[src/rtl/seg_to_hex_capture.sv]
`default_nettype none
// ============================================================================
// Module   : seg_to_hex_capture
// Purpose  : Watches an active-low 7-segment bus and turns each new stable
//            pattern back into a hex digit, blank or invalid event. Events are
//            held in a one-entry valid/ready output register.
// Ports    : clk        - system clock, rising edge
//            reset      - synchronous, active-high reset
//            seg_in     - active-low segments, [0]=a .. [6]=g, may be async
//            out_hex    - decoded digit (0 unless out_kind = 00)
//            out_kind   - 00 hex, 01 blank, 10 invalid
//            out_pat    - raw stable pattern for the event, active-low
//            out_valid  - event pending
//            out_ready  - consumer accepts when out_valid & out_ready
//            overflow   - sticky, an event was dropped under backpressure
// Revision : 1.0 - initial release
// ============================================================================
module seg_to_hex_capture #(
    parameter int STABLE_CYCLES = 4   // legal range 1..255
) (
    input  logic       clk,
    input  logic       reset,
    input  logic [0:6] seg_in,
    output logic [3:0] out_hex,
    output logic [1:0] out_kind,
    output logic [0:6] out_pat,
    output logic       out_valid,
    input  logic       out_ready,
    output logic       overflow
);

    localparam logic [0:6] c_blank      = 7'b1111111;
    localparam logic [7:0] c_stable     = 8'(STABLE_CYCLES);
    localparam logic [7:0] c_fire       = 8'(STABLE_CYCLES - 1);
    localparam logic [1:0] c_kind_hex   = 2'b00;
    localparam logic [1:0] c_kind_blank = 2'b01;
    localparam logic [1:0] c_kind_inv   = 2'b10;

    logic [0:6] r_sync1;
    logic [0:6] r_sync2;     // synchronized bus, the only view used downstream
    logic [0:6] r_prev;      // r_sync2 one cycle ago
    logic [7:0] r_cnt;       // consecutive cycles r_sync2 has held
    logic [0:6] r_last;      // last pattern that produced an event
    logic [3:0] r_hex;
    logic [1:0] r_kind;
    logic [0:6] r_pat;
    logic       r_valid;
    logic       r_overflow;

    logic       w_same;
    logic       w_event;
    logic       w_is_digit;
    logic [3:0] w_hex;
    logic [1:0] w_kind;

    // The counter reaches STABLE_CYCLES on the edge where it currently sits
    // one below and the pattern held again; that edge is the event edge.
    assign w_same  = (r_sync2 == r_prev);
    assign w_event = w_same && (r_cnt == c_fire) && (r_sync2 != r_last);

    always_comb begin
        w_hex      = 4'h0;
        w_is_digit = 1'b1;
        case (r_sync2)
            7'b0000001: w_hex = 4'h0;
            7'b1001111: w_hex = 4'h1;
            7'b0010010: w_hex = 4'h2;
            7'b0000110: w_hex = 4'h3;
            7'b1001100: w_hex = 4'h4;
            7'b0100100: w_hex = 4'h5;
            7'b0100000: w_hex = 4'h6;
            7'b0001111: w_hex = 4'h7;
            7'b0000000: w_hex = 4'h8;
            7'b0001100: w_hex = 4'h9;
            7'b0001000: w_hex = 4'hA;
            7'b1100000: w_hex = 4'hB;
            7'b0110001: w_hex = 4'hC;
            7'b1000010: w_hex = 4'hD;
            7'b0110000: w_hex = 4'hE;
            7'b0111000: w_hex = 4'hF;
            default:    w_is_digit = 1'b0;
        endcase
        if (w_is_digit) begin
            w_kind = c_kind_hex;
        end else if (r_sync2 == c_blank) begin
            w_kind = c_kind_blank;
        end else begin
            w_kind = c_kind_inv;
        end
    end

    // Synchronizer, stability counter and last-reported pattern
    always_ff @(posedge clk) begin
        if (reset) begin
            r_sync1 <= c_blank;
            r_sync2 <= c_blank;
            r_prev  <= c_blank;
            r_cnt   <= 8'd0;
            r_last  <= c_blank;
        end else begin
            r_sync1 <= seg_in;
            r_sync2 <= r_sync1;
            r_prev  <= r_sync2;
            if (!w_same) begin
                r_cnt <= 8'd0;
            end else if (r_cnt != c_stable) begin
                r_cnt <= r_cnt + 8'd1;
            end
            // Updated even when the event is dropped so it is never retried.
            if (w_event) begin
                r_last <= r_sync2;
            end
        end
    end

    // One-entry output register
    always_ff @(posedge clk) begin
        if (reset) begin
            r_hex      <= 4'h0;
            r_kind     <= c_kind_hex;
            r_pat      <= c_blank;
            r_valid    <= 1'b0;
            r_overflow <= 1'b0;
        end else if (w_event) begin
            if (!r_valid || out_ready) begin
                r_hex   <= w_hex;
                r_kind  <= w_kind;
                r_pat   <= r_sync2;
                r_valid <= 1'b1;
            end else begin
                r_overflow <= 1'b1;
            end
        end else if (out_ready) begin
            r_valid <= 1'b0;
        end
    end

    assign out_hex   = r_hex;
    assign out_kind  = r_kind;
    assign out_pat   = r_pat;
    assign out_valid = r_valid;
    assign overflow  = r_overflow;

endmodule
`default_nettype wire

[config.mk]
export PLATFORM = sky130hd
export DESIGN_NAME = seg_to_hex_capture
export DESIGN_NICKNAME = d
export VERILOG_FILES = /design/src/rtl/seg_to_hex_capture.sv
export SDC_FILE = /design/constraint.sdc
export NUM_CORES = 1
export LEC_CHECK = 0
export ABC_AREA = 1
export CORE_ASPECT_RATIO = 2
export CORE_UTILIZATION = 56
export DETAILED_ROUTE_END_ITERATION = 8
export PLACE_DENSITY = 0.79
export SLEW_MARGIN = 40
export SYNTH_ARGS = -nofsm -noshare
export SYNTH_HDL_FRONTEND = slang
export SYNTH_SLANG_ARGS = --single-unit
[constraint.sdc]
create_clock -name clk -period 1.95 [get_ports clk]
set_input_delay 0.39 -clock clk [delete_from_list [all_inputs] [get_ports clk]]
set_output_delay 0.39 -clock clk [all_outputs]
set_load 0.005 [all_outputs]
After elaboration in Yosys (flattened, before gate mapping)
Cells that the tools add are included.
W data, S select, Z words.

word-level totals
  logic and storage cells = 52
  output and inout port bits = 15
  flip-flop bits (word level) = 51

operators by class
  bitwise operators = 2
  eq/ne operators = 21
  reductions and logical operators = 11
  mux-type cells = 7
  add/subtract/negate cells = 1

operators by type and width
  kind                   count
  $pmux W4 S15           1
  $eq A7 B6 Y1 const B   5
  $eq A7 B7 Y1 const B   5
  $eq A7 B4 Y1 const B   3
  $reduce_or A16 Y1      1
  $add A8 B1 Y8 const B  1
  $eq A8 B2 Y1 const B   1
  $ne A8 B3 Y1 const B   1
  $eq A7 B1 Y1 const B   1
  $eq A7 B3 Y1 const B   1
  $eq A7 B5 Y1 const B   1
  $eq A7 B7 Y1           1
  $logic_not A7 Y1       1
  $ne A7 B7 Y1           1
  $reduce_and A2 Y1      3
  $mux W1                4
  $mux W2                2
  $logic_and A1 B1 Y1    2
  $ne A2 B1 Y1 const B   1
  $not A1 Y1             2
  $reduce_bool A2 Y1     1
  $reduce_or A2 Y1       1
  $logic_not A1 Y1       1
  $logic_or A1 B1 Y1     1

Depth between registers and ports, before layout
  word-level depth = 5
  mapped depth = 13

Least setup slack after synthesis
No wires, ideal clock.

  path type = reg2reg
  start point = register r_sync2[1] (netlist name)
  end point = register r_pat, in the netlist out_pat[0]
  arrival = 1.341 ns
  clock period less this slack = 1.471 ns
  stages on the path, launching flop included = 11
  setup slack = 0.479 ns
  library setup time = 0.130 ns
  cells stage by stage = dfxtp_1 -> buf_2 -> inv_2 -> nand2_1 -> nand2_1 -> nand3_1 -> nor2_4 -> nand4_4 -> buf_6 -> nand2_1 -> nand3_1

between the ends
  cells in the longest elaborated chain, start to end = 4
  elaborated cells between the ends (all ways) = 5
  classes of those cells = 2 x eq/ne; 3 x reduce/logical

ends and longest elaborated chain
  item                                  line  text
  start: declaration                    40    logic [0:6] r_sync2;
  start signal: assignment              96    r_sync2 <= c_blank;
  start signal: assignment              102   r_sync2 <= r_sync1;
  $eq A7 B7 Y1                          58    assign w_same = (r_sync2 == r_prev);
  $logic_and A1 B1 Y1                   59    assign w_event = w_same && (r_cnt == c_fire) && (r_sync2 != r_last);
  $logic_and A1 B1 Y1 *                 59
  $reduce_and A2 Y1 (no source line) *  -
  end signal: assignment                121   r_pat <= c_blank;
  end signal: assignment                128   r_pat <= r_sync2;
  end: declaration                      46    logic [0:6] r_pat;

Mark *: on every way between the ends. The rest lies on a longest branch, timed or not.
A chain may end at the register's enable or synchronous reset.

Final worst setup path
  start point = register r_sync2[3] (netlist name)
  end point = register r_kind[1], in the netlist out_kind[1]

between the ends
  cells in the longest elaborated chain, start to end = 4
  elaborated cells between the ends (all ways) = 26
  classes of those cells = 18 x eq/ne; 3 x mux; 5 x reduce/logical

ends and longest elaborated chain
  item                                                                              line    text
  $eq A7 B6 Y1 (tied with other cells)                                              64      case (r_sync2)
  $reduce_or A16 Y1 (no source line) / $logic_and A1 B1 Y1 (equally long branches)  -
  $mux W1 / $logic_and A1 B1 Y1 (equally long branches)                             64, 59
  $mux W2 / $reduce_and A2 Y1 (equally long branches)                               -
  end signal: assignment                                                            120     r_kind <= c_kind_hex;
  end signal: assignment                                                            127     r_kind <= w_kind;
  end: declaration                                                                  45      logic [1:0] r_kind;

Parallel ways exist; a longest one is shown, timed or not.

==> out/qor_table.md <==
| Metric | Value |
|:---|:---|
| Largest net degree at the start of global routing | 24 |
| Clock slew at the register clock pins of the worst setup and hold paths | 0.09 ns |
| Setup violations, final | 0 |
| Yosys cell types | 29 |
| GRT Total Usage | 24.9% |
| Final Max Tran Viols | 0 |
| Clock latency of the later-clocked register in the worst-skew pair | 0.30 ns |
| Antenna violations before repair | 0 |
| Num CTS Buffers | 5 |
| Proportion of power drawn by combinational gates | 8.8% |
| P per Cell Area | 680 nW/um^2 |
| CTS tree | built |
| Series of cell instances along the critical path | nand2_1 > nand2_1 > nand3_1 > nor2_4 > nand4_4 > inv_4 > nand2_1 > inv_1 > nor2_1 |
| Number of filler cells placed in the layout | 387 |
| R2r worst-path depth | 9 |
| Data required time of the critical path | 2.15 ns |
| Worst Setup End Kind | flop |
| Stage delay of the slowest cell on the critical path | 0.54 ns |
| Buffers on Ports | 24 |
| Net count after synthesis | 367 |
| Post-CTS setup buffers | 0 |
| Placement-stage worst setup slack | 0.198 ns |
| Number of design rule violations left after detail routing | 0 |
| Portion of the clock cycle consumed by the worst path in the final layout | 89.2% |
| HPWL Detailed | 4.09 mm |
| Post-layout instance area | 2860 um^2 |
| Hold Path End | r_sync2[2] |
| GPL Wtd Cong | 0.881 |
| Most used cells in the layout excluding fill and tap cells | 98 x nand2_1, 56 x nor2_1, 50 x dfxtp_1 |
| Final wirelength | 5.21 mm |
| Worst reg2reg path endpoint | out_kind[1] |
| Depth of the CTS H-tree | 2 |
| Switching power summed over all nets | 437 uW |
| Worst hold stages | 1 |
| Final #Nets | 394 |
| Routed vias/inst | 5.10 |
| Arrival time at the worst endpoint | 1.94 ns |
| Number of register bits inferred by synthesis | 51 |
| Maximum ir drop on the vdd rail | 0.642 mV |
| Total Power Consumption | 1.95 mW |
| R2r startpoint | r_sync2[3] |
| Area overhead of the layout relative to synthesis | 16.3% |
| Area inside the core boundary | 4170 um^2 |
| Worst hold slack across all endpoints | 0.408 ns |
| Final worst-path setup slack | 0.211 ns |
| Max transition margin | 76.2% |
| Sum of buffers and inverters on the critical path | 2 |
| Outcome | finished clean |
| DP Area | 2760 um^2 |
| Crit path time final | 1.74 ns |
| Height of the die | 95.8 um |
| Sequential area share after synthesis | 41.5% |
| Slowest cell on crit path | dfxtp_1 |
| Worst Skew | 0.00579 ns |
| Crit path launch type | flop |
| Leakage Power | 1.41 nW |
| Start point of the worst hold path | r_sync1[2] |
| Die X | 48.9 um |
| Cells after Synth | 355 |
| Remaining number of nets flagged by the antenna check after routing | 0 |
| FF-to-FF setup slack | 0.21 ns |
| Clk sink count | 51 |
| Total grt overflow | 0 |
| Quantity of gates resized following cts | 0 |
| Sum of negative setup slack | 0 ns |
| Number of iterations in the first detailed-routing pass | 4 |
| Synth warnings | 0 |
| Clock network fraction of total power | 35.9% |
| Total die area | 4680 um^2 |
| Sequential power share | 55.4% |
| Net switching share of the total power | 22.4% |
| Antenna fix cells | 0 |
| Average detailed-routed wire length per instance | 12.0 um |
| Hold bufs inserted after CTS | 0 |
| Vias | 2,214 |
| RSZ-0062 raised after global routing | no |
| Post-synth top area share | 41.5% |
| CP max FO | 15 |
| Internal power | 1.51 mW |
| Vias in the first global route | 2,091 |
| Post-Synthesis Mean Instance Area | 6.94 um^2 |
| Fmax | 575 MHz |
| Top cell type by total area after synthesis | dfxtp_1 |
| Leading cell types by total area after synthesis | dfxtp_1 41%, nand2_1 15%, nor2_1 8.5% |
| Area taken by flip-flops and latches | 1020 um^2 |
| Initial core utilization | 59.0% |
| First-pass GRT wire length | 8.85 mm |
| Number of top-level pins | 25 |
| Worst Tran Pin Value | 0.357 ns |
| Netlist area before placement | 2460 um^2 |
| Fraction of final layout cells with drive strength greater than 1 | 12.3% |
| Violation count after the first detailed-route iteration | 64 |
| Top cell family by delay on the critical path | simple AND/OR/NAND/NOR gates |
| Longest Clk Path Bufs | 2 |
| Library cell used as clock root buffer | clkbuf_8 |
| Hold Path Class | flop to flop |
| Standard-cell row count | 33 |
| Total area of multi-input combinational cells | 1180 um^2 |
| Final hold violation count | 0 |
| Crit-path most repeated cell | nand2_1 |
| Max-capacitance violation count | 0 |
| Critical Setup Path Class | flop to flop |
| Most common library cell in the layout ignoring fill and taps | nand2_1 |
-- metal layers --
layer	share of wire (%)	global-route usage [%]	up-vias
met1	37	23.9	986
li1	-	-	1144
met2	54	47.5	61
met3	2.8	3.95	23
met5	0	0	-
met4	5.6	17.4	0
-- per-stage QoR --
step | util, % | cells
6_report | 68.6 | 434
4_1_cts | 68.6 | 434
3_5_place_dp | 66.2 | 427
3_3_place_gp | 66.2 | 427
2_1_floorplan | - | 355
5_1_grt | 68.6 | 434
-- layout make-up --
type,instances,area share [%]
Clock buffer,6,2.53
Tap cell,52,2.27
Clock inverter,1,1.05
Sequential cell,51,35.7
Timing Repair Buffer,32,10.9
Inverter,46,6.12
Multi-Input combinational cell,246,41.4
-- power groups by stage --
stage | combinational [mW] | clock [mW] | sequential [mW]
final | 0.170 | 0.698 | 1.08
after global routing | 0.190 | 0.757 | 1.08
after global placement | 0.168 | 0 | 1.10
after floorplan | 0.121 | 0 | 1.09
after detailed placement | 0.169 | 0 | 1.10
after CTS | 0.170 | 0.715 | 1.08
-- logic make-up (layout without fill, tap and decap cells) --
group | after synthesis | in the layout | synth area share [%]
AOI/OAI and AO/OA | 23 | 23 | 5.74
adders and majority gates | 2 | 2 | 1.02
xor gates and xnor gates | 10 | 10 | 3.56
and+or+nand+nor | 211 | 211 | 37.8
buffers and inverters | 58 | 85 | 10.4
DFF | 51 | 51 | 41.5
-- cell usage after synthesis (all sizes together) --
library cell,count
nand2,102
nor2,60
dfxtp,51
inv,46
nand3,23
or2,15
buf,8
a21oi,7
o211ai,7
xnor2,7
nor3,6
o21ai,5
clkbuf,4
nand4,4
xor2,3
ha,2
o21bai,2
a211oi,1
a31oi,1
nor4,1
-- state kept, by name, summed over array words and instances (netlist names) --
signal and cells:
overflow 1, out_valid 1, out_hex 4, r_cnt 8
out_pat 7, r_sync1 7, r_last 7, r_prev 7
out_kind 2, r_sync2 7
-- worst max-delay path by stage --
stage / from / to / slack (ns) / cells after the start
final: r_sync2[3] / out_kind[1] / 0.21 / 9
after floorplan: r_sync2[1] / out_pat[0] / 0.48 / 10
after global placement: out_ready / out_kind[1] / 0.22 / 8
after global routing: r_sync2[5] / out_kind[1] / 0.03 / 11
after detailed placement: out_ready / out_kind[1] / 0.20 / 8
after CTS: r_sync2[3] / out_kind[1] / 0.22 / 9
No activity file was read; power rests on OpenSTA's default activity.
